`src/rtl/alu_seq.sv`:
```
// alu_seq: handshaked, registered-output ALU for the SESO datapath.
//
// One operation is accepted per in_valid && in_ready. Single-cycle ops and the
// immediate load complete on the accept edge. out_valid pulses for one cycle
// with the registered result and flags. Outputs hold between pulses, and there
// is no output backpressure.
//
// Optional feature macro: ALU_SEQ_MUL_EN. When defined, opcode 12 runs a
// WIDTH-cycle shift-add multiplier, and in_ready is low while the multiply is
// in progress. When undefined, opcode 12 behaves like the undefined opcodes
// and in_ready is tied high.
//
// Ports:
//   CLK        clock, rising edge
//   reset      synchronous, active-high reset
//   in_valid   operation request
//   in_ready   block can accept an operation
//   op         4-bit opcode
//   imm_sel    1: result = imm, op ignored
//   imm        immediate operand
//   acc        accumulator operand, also the shift amount
//   rb         register operand
//   out_valid  one-cycle completion pulse
//   result     registered result
//   flag_z     registered zero flag
//   flag_n     registered negative flag
//   flag_c     registered carry/borrow flag
//   to_jump    registered branch condition, set by CMP-equal
module alu_seq #(
    parameter int unsigned WIDTH = 8
) (
    input  logic             CLK,
    input  logic             reset,
    input  logic             in_valid,
    output logic             in_ready,
    input  logic [3:0]       op,
    input  logic             imm_sel,
    input  logic [WIDTH-1:0] imm,
    input  logic [WIDTH-1:0] acc,
    input  logic [WIDTH-1:0] rb,
    output logic             out_valid,
    output logic [WIDTH-1:0] result,
    output logic             flag_z,
    output logic             flag_n,
    output logic             flag_c,
    output logic             to_jump
);

    localparam logic [3:0] OpLsl  = 4'd0;
    localparam logic [3:0] OpLsr  = 4'd1;
    localparam logic [3:0] OpAdd  = 4'd2;
    localparam logic [3:0] OpAnd  = 4'd3;
    localparam logic [3:0] OpOrr  = 4'd4;
    localparam logic [3:0] OpEor  = 4'd5;
    localparam logic [3:0] OpTake = 4'd6;
    localparam logic [3:0] OpMove = 4'd7;
    localparam logic [3:0] OpLdr  = 4'd8;
    localparam logic [3:0] OpStr  = 4'd9;
    localparam logic [3:0] OpCmp  = 4'd10;
    localparam logic [3:0] OpSub  = 4'd11;

    // WIDTH always fits in WIDTH bits for WIDTH >= 2.
    localparam logic [WIDTH-1:0] WidthVal = WIDTH'(WIDTH);

    logic [WIDTH-1:0] alu_res;
    logic             alu_c;
    logic             alu_jump;
    logic [WIDTH:0]   sum_w;
    logic [WIDTH:0]   diff_w;
    logic [WIDTH:0]   lsl_w;
    logic [WIDTH:0]   lsr_w;
    logic             eq;

    logic             fin_valid;
    logic [WIDTH-1:0] fin_res;
    logic             fin_c;
    logic             fin_jump;

    // Extra top bit catches carry/borrow. Shifts use a guard bit on the
    // outgoing side, so it holds the last bit shifted out (0 for a shift by 0).
    assign sum_w  = {1'b0, acc} + {1'b0, rb};
    assign diff_w = {1'b0, acc} - {1'b0, rb};
    assign lsl_w  = {1'b0, rb} << acc;
    assign lsr_w  = {rb, 1'b0} >> acc;
    assign eq     = (acc == rb);

    always_comb begin
        alu_res  = '0;
        alu_c    = 1'b0;
        alu_jump = 1'b0;
        if (imm_sel) begin
            alu_res = imm;
        end else begin
            case (op)
                OpLsl: begin
                    if (acc < WidthVal) begin
                        alu_res = lsl_w[WIDTH-1:0];
                        alu_c   = lsl_w[WIDTH];
                    end
                end
                OpLsr: begin
                    if (acc < WidthVal) begin
                        alu_res = lsr_w[WIDTH:1];
                        alu_c   = lsr_w[0];
                    end
                end
                OpAdd: begin
                    alu_res = sum_w[WIDTH-1:0];
                    alu_c   = sum_w[WIDTH];
                end
                OpAnd:  alu_res = acc & rb;
                OpOrr:  alu_res = acc | rb;
                OpEor:  alu_res = acc ^ rb;
                OpTake: alu_res = rb;
                OpMove: alu_res = acc;
                OpLdr:  alu_res = rb;
                OpStr:  alu_res = rb;
                OpCmp: begin
                    alu_res  = {{(WIDTH-1){1'b0}}, eq};
                    alu_c    = diff_w[WIDTH];
                    alu_jump = eq;
                end
                OpSub: begin
                    alu_res = diff_w[WIDTH-1:0];
                    alu_c   = diff_w[WIDTH];
                end
                default: alu_res = '0;
            endcase
        end
    end

`ifdef ALU_SEQ_MUL_EN
    localparam logic [3:0]  OpMul = 4'd12;
    localparam int unsigned CntW  = $clog2(WIDTH);

    typedef enum logic [0:0] {StIdle, StBusy} state_e;

    state_e             state;
    logic [2*WIDTH-1:0] prod;
    logic [2*WIDTH-1:0] mcand;
    logic [2*WIDTH-1:0] prod_step;
    logic [WIDTH-1:0]   mplier;
    logic [CntW-1:0]    cnt;
    logic               start_mul;
    logic               last_iter;

    assign in_ready  = (state == StIdle);
    assign start_mul = in_valid && in_ready && !imm_sel && (op == OpMul);
    assign prod_step = mplier[0] ? (prod + mcand) : prod;
    assign last_iter = (state == StBusy) && (cnt == CntW'(WIDTH - 1));
`else
    assign in_ready = 1'b1;
`endif

    // Selects what, if anything, completes on this edge.
    always_comb begin
        fin_valid = in_valid && in_ready;
        fin_res   = alu_res;
        fin_c     = alu_c;
        fin_jump  = alu_jump;
`ifdef ALU_SEQ_MUL_EN
        if (start_mul) begin
            fin_valid = 1'b0;
        end
        if (last_iter) begin
            fin_valid = 1'b1;
            fin_res   = prod_step[WIDTH-1:0];
            fin_c     = |prod_step[2*WIDTH-1:WIDTH];
            fin_jump  = 1'b0;
        end
`endif
    end

    always_ff @(posedge CLK) begin
        if (reset) begin
            out_valid <= 1'b0;
            result    <= '0;
            flag_z    <= 1'b0;
            flag_n    <= 1'b0;
            flag_c    <= 1'b0;
            to_jump   <= 1'b0;
`ifdef ALU_SEQ_MUL_EN
            state     <= StIdle;
            prod      <= '0;
            mcand     <= '0;
            mplier    <= '0;
            cnt       <= '0;
`endif
        end else begin
            out_valid <= fin_valid;
            if (fin_valid) begin
                result  <= fin_res;
                flag_z  <= (fin_res == '0);
                flag_n  <= fin_res[WIDTH-1];
                flag_c  <= fin_c;
                to_jump <= fin_jump;
            end
`ifdef ALU_SEQ_MUL_EN
            if (start_mul) begin
                state  <= StBusy;
                prod   <= '0;
                mcand  <= {{WIDTH{1'b0}}, acc};
                mplier <= rb;
                cnt    <= '0;
            end else if (state == StBusy) begin
                prod   <= prod_step;
                mcand  <= mcand << 1;
                mplier <= mplier >> 1;
                cnt    <= cnt + 1'b1;
                if (last_iter) begin
                    state <= StIdle;
                end
            end
`endif
        end
    end

endmodule

```
`config.mk`:
```
export PLATFORM = sky130hd
export DESIGN_NAME = alu_seq
export DESIGN_NICKNAME = d
export VERILOG_FILES = /design/src/rtl/alu_seq.sv
export SDC_FILE = /design/constraint.sdc
export NUM_CORES = 1
export LEC_CHECK = 0
export CORE_UTILIZATION = 50
export DETAILED_ROUTE_END_ITERATION = 10
export MAX_ROUTING_LAYER = met4
export PLACE_DENSITY = 0.77
export SLEW_MARGIN = 0
export SYNTH_ARGS = -nofsm -noshare
export SYNTH_HDL_FRONTEND = slang
export SYNTH_SLANG_ARGS = --single-unit
```
`constraint.sdc`:
```
create_clock -name CLK -period 3.25 [get_ports CLK]
set_clock_uncertainty 0.15 [all_clocks]
set_input_delay 0.4875 -clock CLK [delete_from_list [all_inputs] [get_ports CLK]]
set_output_delay 0.4875 -clock CLK [all_outputs]
set_load 0.1 [all_outputs]
```
==> results of run 1 <==
## final cells by class
type                            count  share of cell area (%)
Tap cell                           70                    2.12
Sequential cell                    12                    5.82
Multi-Input combinational cell    304                    57.3
Inverter                           27                    2.46
Timing Repair Buffer              156                    31.0
Clock buffer                        4                    1.33
## logic make-up after synthesis
family / Yosys count / synth area share (%)
flip-flops: 12 / 8.56
AO/OA/AOI/OAI: 105 / 27.4
adder cells (fa/ha/maj): 27 / 12.6
buffers and inverters: 63 / 9.41
XOR/XNOR: 5 / 1.56
AND/OR/NAND/NOR: 137 / 26.2
multiplexers: 29 / 14.2
other: 1 / 0.134
## synth_stat cells (all sizes together) (4+ instances only)
master / count / area, um2
o21ai: 9 / 45.0
a21oi: 23 / 115
nand2: 27 / 101
inv: 27 / 101
dfxtp: 12 / 240
nand2b: 9 / 56.3
a31oi: 5 / 31.3
clkbuf: 23 / 88.8
o211ai: 5 / 37.5
nor3b: 4 / 30.0
o2111ai: 4 / 35.0
nand3b: 5 / 37.5
a211oi: 6 / 45.0
buf: 13 / 73.8
xnor2: 4 / 35.0
nor2b: 4 / 25.0
o21bai: 5 / 37.5
ha: 25 / 313
or4: 4 / 30.0
nor2: 32 / 120
mux2i: 17 / 170
mux4: 7 / 169
mux2: 5 / 60.1
o31ai: 7 / 52.6
nor3: 18 / 90.1
a22oi: 4 / 30.0
nand3: 8 / 40.0
## metal layers
layer  up-vias  wire length (um)
li1       1666                 -
met1      1685              4710
met2       196              5290
met3        46               821
met4         0               401
met5         -                 0
## where the power goes
group | switching (mW) | internal (mW) | leakage [nW]
Sequential | 0.00439 | 0.155 | 0.0983
Clock | 0.0595 | 0.107 | 0.0288
Combinational | 0.338 | 0.276 | 1.75
Total | 0.402 | 0.538 | 1.88
## placed cells by master (no fill, tap or decap), types with 5 or more instances in the layout
cell type and instances:
buf_4 123, nor2_1 32, clkdlybuf4s50_1 29, inv_1 27
nand2_1 27, ha_1 23, a21oi_1 21, nor3_1 18
mux2i_1 17, dfxtp_1 12, nand2b_1 9, o21ai_0 9
nand3_1 8, o31ai_1 6, nand3b_1 5, a31oi_1 5
o211ai_1 5, a211oi_1 5
## worst min-delay path, stage by stage, from the launching register on
cell	delay, ns
dfxtp_1	0.31
nand2_1	0.06
a21oi_1	0.05
## flip-flops by register name (all words and copies together) (netlist names)
signal / count
to_jump: 1
flag_c: 1
flag_z: 1
result: 8
out_valid: 1
## per-stage QoR
stage | utilization (%) | instances | cell area (um2) | hold WS [ns]
CTS | 76.9 | 572 | 4050 | 0.314
detailed placement | 75.9 | 568 | 4000 | 0.306
floorplan | - | 379 | 2810 | 0.416
global placement | 75.9 | 568 | 4000 | 0.295
global route | 78.3 | 573 | 4130 | 0.332
finish | 78.3 | 573 | 4130 | 0.319
## repair_timing
action                                  4_1_cts  5_1_grt
resized for setup                             0       14
endpoints found under the setup margin        1        3
pin swaps                                     1        6
setup buffers                                 0        1
## final timing paths
kind / from / to / cells past startpoint
hold reg to reg: to_jump / to_jump / 2
setup reg to reg: result[6] / result[6] / 2
setup / recovery: acc[1] / result[6] / 11
hold / removal: to_jump / to_jump / 2
==> results.tsv, run 1 <==
metric	value	unit
outcome	finished clean	
largest net degree at the start of global routing	20	
worst-path cell chain	clkdlybuf4s50_1 -> buf_12 -> buf_4 -> fa_1 -> a21oi_1 -> o21bai_1 -> a31oi_1 -> xnor2_1 -> a32oi_1 -> buf_4 -> a311oi_1	
Setup-failing EPs final	0	
M3 GR Usage	3.93	%
Max-cap violations	0	
Placer Congestion	1.06	
Core Region	5270	um2
share of cells above drive strength 1	31.2	%
CP Launch Type	input port	
Avg Cell Area, Syn	7.40	um2
Worst Setup End Kind	flop	
most heavily used metal layer in global routing	met2	
achievable frequency	0.320	GHz
syn_nets	438	
period utilisation layout	96.2	%
initial antenna violation count	0	
Clock Sinks	12	
unrepaired setup endpoints after global routing	false	
Largest stage delay, worst path	0.50	ns
first-pass GRT wire length	17.8	mm
worst-case clock buffer depth	2	
die width	76.9	um
CTS tree	done	
die height	76.9	um
met2 Usage GRT	65.8	%
Routed Wire Length	11.2	mm
Hold Path Class	reg -> reg	
Syn Inst Count	379	
die area	5920	um2
Synth Warn #	0	
IO Pins	46	
post-synth cell types	70	
port bufs	44	
register bit count reported by yosys	12	
Worst path slowest cell	fa_1	
most frequent cell on the critical path	buf_4	
Slew @ Worst Pin	0.630	ns
FFs w/ async S/R, synth	0	%
synthesized area	2810	um2
relative slew slack	58.0	%
CTS Buf Count	3	
Pleak	1.88	nW
area grow syn2layout	47.0	%
crit path DAT	3.13	ns
Reg area	240	um2
EDFF count, synth	0	
Tot GR Track Use	39.8	%
Reg2Reg Setup Slack	2.40	ns
CP top delay family	buffers and inverters	
DP HPWL	9.13	mm
H-tree levels	1	
Power Density	228	nW/um2
Core Rows	26	
post-layout min period	3.12	ns
# nets final	563	
first-pass detailed-route iteration total	5	
Crit Path Class	in -> reg	
average wire per standard cell	19.6	um
Peak VDD IR	0.178	mV
vias in the first global route	3441	
initial core utilization	53.3	%
Root Driver	clkbuf_8	
number of buffers and inverters on the critical path	4	
fillers	394	
met1 usage	50.4	%
pre-CTS WS	-0.264	ns
final hold viol count	0	
vias per inst	6.27	
n_diodes	0	
total grt overflow	0	
number of DRC markers in iteration 0	372	
final total power	0.940	mW
Via Count	3593	
total negative setup slack	0	ns
area of the multi-input gates	2360	um2
final routed DRC violation total	0	
Worst-path clk slew	0.05	ns
sequential fraction of the synthesis area	8.56	%
WP data required	3.25	ns
hold_buf cts	0	
Routed Antenna Nets	0	
latest clock arrival within the worst-skew pair	0.25	ns
post-route setup slack	0.125	ns
ys flop type	dfxtp_1	
fin. max-slew vios	0	
Critical Path Fanout Max	10	
Power figures use the tool's default switching activity.
==> inputs of run 2 (changes only) <==
--- a/config.mk
+++ b/config.mk
@@ -5,10 +5,11 @@
 export SDC_FILE = /design/constraint.sdc
 export NUM_CORES = 1
 export LEC_CHECK = 0
-export CORE_UTILIZATION = 50
+export CORE_UTILIZATION = 55
+export CTS_CLUSTER_SIZE = 8
 export DETAILED_ROUTE_END_ITERATION = 10
 export MAX_ROUTING_LAYER = met4
-export PLACE_DENSITY = 0.77
+export PLACE_DENSITY = 0.8
 export SLEW_MARGIN = 0
 export SYNTH_ARGS = -nofsm -noshare
 export SYNTH_HDL_FRONTEND = slang
==> constraint.sdc (replaced) <==
create_clock -name CLK -period 3.55 [get_ports CLK]
set_clock_uncertainty 0.15 [all_clocks]
set_input_delay 0.5325 -clock CLK [delete_from_list [all_inputs] [get_ports CLK]]
set_output_delay 0.5325 -clock CLK [all_outputs]
set_load 0.1 [all_outputs]
==> run 2 against run 1 <==
First-iteration DRC count grew 24%. Clock power fell by 28%. Via count down 6.5%.
==> results.tsv, run 2 (synthesized netlist as in run 1, its figures left out) <==
metric	value	unit	change
outcome	finished clean		
die height	73.4	um	-4.5%
total negative setup slack	0	ns	unchanged
Clock Sinks	12		unchanged
Reg2Reg Setup Slack	2.69	ns	+0.29 ns
post-layout util	74.4	%	-3.8 points
Sw Pwr	0.340	mW	-15%
Hold Slack	0.319	ns	+0.000739 ns
Setup-failing EPs final	0		unchanged
design area	3590	um2	-13%
Worst-path clk slew	0.05	ns	about the same
area grow syn2layout	27.8	%	
Routed Wire Length	10.0	mm	-10%
die width	73.4	um	-4.5%
max reg flops	8		unchanged
final routed DRC violation total	0		unchanged
Pleak	1.51	nW	-20%
port bufs	44		unchanged
Largest Register	result		
largest net degree at the start of global routing	27		+35%
worst-case clock buffer depth	2		unchanged
initial antenna violation count	0		unchanged
share of cells above drive strength 1	14.9	%	-16 points
Placer Congestion	1.03		-2.8%
most frequent cells in the layout	44 x clkdlybuf4s50_1, 42 x buf_4, 32 x nor2_1		
most common cell after layout, fill and taps aside	clkdlybuf4s50_1		
Root Driver	clkbuf_8		
relative slew slack	33.9	%	-24 points
vias in the first global route	3139		-8.8%
Hold Path Cell Cnt	2		unchanged
# nets final	496		-12%
CTS Buf Count	3		unchanged
Hold Path Class	reg -> reg		
achievable frequency	0.293	GHz	
R2R cell count	2		unchanged
unrepaired setup endpoints after global routing	false		
Max-cap violations	0		unchanged
total grt overflow	0		unchanged
Tot GR Track Use	40.1	%	+0.34 points
die area	5390	um2	-8.9%
setup bufs post-CTS	0		unchanged
first-pass detailed-route iteration total	5		unchanged
Via Count	3359		-6.5%
H-tree levels	1		unchanged
Min-Delay Endpoint	flag_c		
Power Density	212	nW/um2	-7.1%
crit path DAT	3.41	ns	+0.28 ns
IO Pins	46		unchanged
Core Region	4820	um2	-8.6%
latest clock arrival within the worst-skew pair	0.23	ns	-0.02 ns
Critical Path Fanout Max	5		-5
period utilisation layout	96.1	%	
CTS tree	done		
Crit Path Class	in -> reg		
initial core utilization	58.3	%	+5.0 points
fin. max-slew vios	0		unchanged
placed instance area	3540	um2	-11%
WP data required	3.55	ns	+0.30 ns
hold path start	flag_c		
Comb power frac	64.8	%	-0.5 points
n_diodes	0		unchanged
average wire per standard cell	20.0	um	+2.2%
Slew @ Worst Pin	0.988	ns	+0.358 ns
RR Startpoint	result[0]		
switch share	44.8	%	+2.1 points
number of DRC markers in iteration 0	460		+24%
DP HPWL	8.06	mm	-12%
Reg-to-Reg End	result[0]		
Worst Setup End Kind	flop		
Peak VDD IR	0.142	mV	-20%
Pint	0.419	mW	-22%
Routed Antenna Nets	0		unchanged
first-pass GRT wire length	15.8	mm	-11%
post-layout min period	3.41	ns	
vias per inst	6.69		+6.7%
final hold viol count	0		unchanged
Sequential Power Share	19.3	%	+2.3 points
Core Rows	25		-3.8%
clock share of power	15.9	%	-1.8 points
CP Launch Type	input port		
## run 2: cell types whose count changed in the layout (fill, tap and decap cells not counted), moves of 2 or more
| cell | change |
|---|---|
| dlymetal6s2s_1 | -2 |
| ha_1 | +2 |
| o32ai_1 | +2 |
| o32ai_2 | -2 |
| a21oi_2 | -2 |
| buf_4 | -81 |
| a21oi_1 | +2 |
| clkdlybuf4s50_1 | +15 |
## run 2: per-layer routing
layer	wire (um)	vias up	global-route usage (%)	share of wire, %
met5	0	-	-	0
met3	1260	16	8.78	12
met4	207	0	11.1	2.1
met1	4000	1566	50.7	40
met2	4590	246	64.6	46
li1	-	1531	-	-
## run 2: stage by stage
step / total power, mW / cells / setup WS, ns
floorplan: 0.451 / 379 / 0.231
global placement: 0.621 / 499 / -0.0682
detailed placement: 0.626 / 499 / -0.0707
CTS: 0.747 / 502 / 0.137
global route: 0.793 / 502 / 0.0795
finish: 0.759 / 502 / 0.140
## run 2: worst max-delay path by stage
stage | to | startpoint | slack (ns) | depth (start not counted)
after global routing | flag_z | rb[4] | 0.08 | 10
after global placement | flag_z | rb[4] | -0.07 | 10
after detailed placement | flag_z | rb[4] | -0.07 | 10
after CTS | flag_z | rb[4] | 0.14 | 10
after floorplan | flag_z | acc[2] | 0.23 | 12
final | flag_z | rb[4] | 0.14 | 10
## run 2: worst max-delay path, stage by stage
cell             delay (ns)
clkdlybuf4s50_1        0.60
inv_1                  0.10
ha_1                   0.39
nor3_1                 0.09
a2111oi_1              0.68
xnor2_1                0.20
nor2_1                 0.05
o31ai_1                0.35
o2111ai_1              0.19
o31ai_1                0.21
## run 2: power by group through the flow
stage / clock, mW / combinational [mW] / sequential, mW
global placement: 0 / 0.472 / 0.148
finish: 0.121 / 0.492 / 0.146
floorplan: 0 / 0.251 / 0.200
global route: 0.128 / 0.519 / 0.147
detailed placement: 0 / 0.477 / 0.149
CTS: 0.121 / 0.480 / 0.146
## run 2: final cells by class
class,instances,area (um2)
clock buffer,3,41.3
fill,403,1230
inverter,27,101
multi-input combinational,304,2300
sequential,12,240
tap,67,83.8
timing repair buffer,89,816
## run 2: repair_timing
item,CTS,global route
hold buffers,0,0
resized for setup,0,1
endpoints found under the setup margin,0,1
hold endpoints to repair,0,0
==> inputs of run 3 (changes only) <==
--- a/config.mk
+++ b/config.mk
@@ -8,8 +8,8 @@
 export CORE_UTILIZATION = 55
 export CTS_CLUSTER_SIZE = 8
 export DETAILED_ROUTE_END_ITERATION = 10
-export MAX_ROUTING_LAYER = met4
 export PLACE_DENSITY = 0.8
+export SKIP_CTS_REPAIR_TIMING = 1
 export SLEW_MARGIN = 0
 export SYNTH_ARGS = -nofsm -noshare
 export SYNTH_HDL_FRONTEND = slang
==> run 3 against run 2 <==
Die area did not move. First-iteration DRC count up 5.9%. Sequential power barely moved. Total power rose by 0.72%. Sequential share of layout area barely moved. Combinational power grew 1%. Sequential cell count is the same. Count of clock-buffer cells in the layout unchanged. Final cell count shrank 0.20%. Critical path type unchanged.
==> results.tsv, run 3 (synthesized netlist as in run 1, its figures left out) <==
metric	value	unit	change
Core Region	4820	um2	unchanged
Largest Register	result		
n_diodes	0		unchanged
port bufs	44		unchanged
relative slew slack	33.7	%	-0.21 points
Setup-failing EPs final	0		unchanged
post-layout min period	3.41	ns	-0.00372 ns
fillers	402		-0.25%
Hold Slack	0.312	ns	-0.00779 ns
first-pass detailed-route iteration total	5		unchanged
Worst Setup End Kind	flop		
Critical Path Fanout Max	6		+1
unrepaired setup endpoints after global routing	false		
area grow syn2layout	27.7	%	about the same
Hold Path Cell Cnt	2		unchanged
largest net degree at the start of global routing	27		unchanged
CTS tree	done		
die width	73.4	um	unchanged
die height	73.4	um	unchanged
Crit Path Class	in -> reg		
final hold viol count	0		unchanged
first-pass GRT wire length	16.2	mm	+2.4%
worst-case clock buffer depth	2		unchanged
CP Launch Type	input port		
# nets final	495		-0.20%
Pleak	1.50	nW	-0.22%
die area	5390	um2	unchanged
final routed DRC violation total	0		unchanged
Routed Wire Length	10.4	mm	+3.4%
number of DRC markers in iteration 0	487		+5.9%
fin. max-slew vios	0		unchanged
Reg-to-Reg End	result[2]		
most frequent cells in the layout	44 x clkdlybuf4s50_1, 41 x buf_4, 32 x nor2_1		
H-tree levels	1		unchanged
area of the multi-input gates	2310	um2	+0.22%
CP Capture Point	flag_z		
achievable frequency	0.294	GHz	+0.11%
placed instance area	3540	um2	-0.21%
crit path from	rb[4]		
Placer Congestion	1.05		+2.3%
CTS Buf Count	3		unchanged
Routed Antenna Nets	0		unchanged
max reg flops	8		unchanged
Reg area	240	um2	unchanged
outcome	finished clean		
Tot GR Track Use	39.7	%	-0.46 points
share of cells above drive strength 1	15.0	%	+0.034 points
metal2 WL	4.52	mm	-1.4%
Sequential Power Share	19.1	%	-0.2 points
Reg2Reg Setup Slack	2.68	ns	about the same
Core Rows	25		unchanged
Slew @ Worst Pin	0.991	ns	+0.00309 ns
Sw Pwr	0.345	mW	+1.4%
total grt overflow	0		unchanged
Power Density	213	nW/um2	+0.79%
Root Driver	clkbuf_8		
Worst-path clk slew	0.05	ns	about the same
period utilisation layout	96.0	%	-0.10 points
crit path DAT	3.38	ns	-0.03 ns
Pint	0.420	mW	+0.17%
initial core utilization	58.3	%	unchanged
design area	3580	um2	about the same
met3 wire len	1.42	mm	+13%
Via Count	3420		+1.8%
DP HPWL	7.98	mm	-0.96%
WP data required	3.52	ns	-0.03 ns
RR Startpoint	result[2]		
switch share	45.1	%	+0.30 points
IO Pins	46		unchanged
R2R cell count	2		unchanged
average wire per standard cell	20.7	um	+3.7%
Peak VDD IR	0.195	mV	+37%
Comb power frac	65.2	%	+0.4 points
most common cell after layout, fill and taps aside	clkdlybuf4s50_1		
clock share of power	15.7	%	-0.2 points
Hold Path Class	reg -> reg		
M1 wire length	4.00	mm	about the same
Top Layer Used	met4		
Max-cap violations	0		unchanged
vias in the first global route	3163		+0.76%
latest clock arrival within the worst-skew pair	0.23	ns	about the same
total negative setup slack	0	ns	unchanged
initial antenna violation count	0		unchanged
vias per inst	6.83		+2.0%
Clock Sinks	12		unchanged
run 3: final cells by class:
cell class / instances / area share, %
clock buffer: 3 / 1.15
inverter: 27 / 2.83
timing repair buffer: 88 / 22.6
tap: 67 / 2.34
sequential: 12 / 6.70
multi-input combinational: 304 / 64.4
run 3: worst max-delay path, stage by stage:
cell and delay (ns):
clkdlybuf4s50_1 0.60, inv_1 0.10, ha_1 0.38, or4_1 0.54
nor4_1 0.54, a211oi_1 0.19, o211ai_1 0.26, or4_1 0.15
o31ai_1 0.08
run 3: power groups by stage:
stage               Sequential (mW)  Combinational (mW)  Clock (mW)
floorplan                     0.200               0.251           0
global placement              0.148               0.473           0
detailed placement            0.149               0.478           0
CTS                           0.146               0.481       0.120
global route                  0.147               0.524       0.130
finish                        0.146               0.499       0.120
run 3: worst min-delay path by stage:
| stage | startpoint | to | slack (ns) |
|---|---|---|---|
| after floorplan | reset | out_valid | 0.46 |
| after global placement | to_jump | to_jump | 0.30 |
| after detailed placement | to_jump | to_jump | 0.30 |
| after CTS | to_jump | to_jump | 0.31 |
| after global routing | to_jump | to_jump | 0.34 |
| final | to_jump | to_jump | 0.31 |
run 3: per-stage QoR:
step / total power, mW / util, % / cells / setup slack, ns
floorplan: 0.451 / - / 379 / 0.231
global placement: 0.621 / 73.4 / 498 / -0.0746
detailed placement: 0.627 / 73.4 / 498 / -0.108
CTS: 0.748 / 74.3 / 501 / 0.124
global route: 0.801 / 74.4 / 501 / 0.0624
finish: 0.765 / 74.4 / 501 / 0.144
run 3: layer usage:
metal | global-route usage (%) | up-vias
li1 | - | 1530
met1 | 52.6 | 1541
met2 | 63.4 | 300
met3 | 9.19 | 49
met4 | 13.2 | 0
met5 | 0 | -
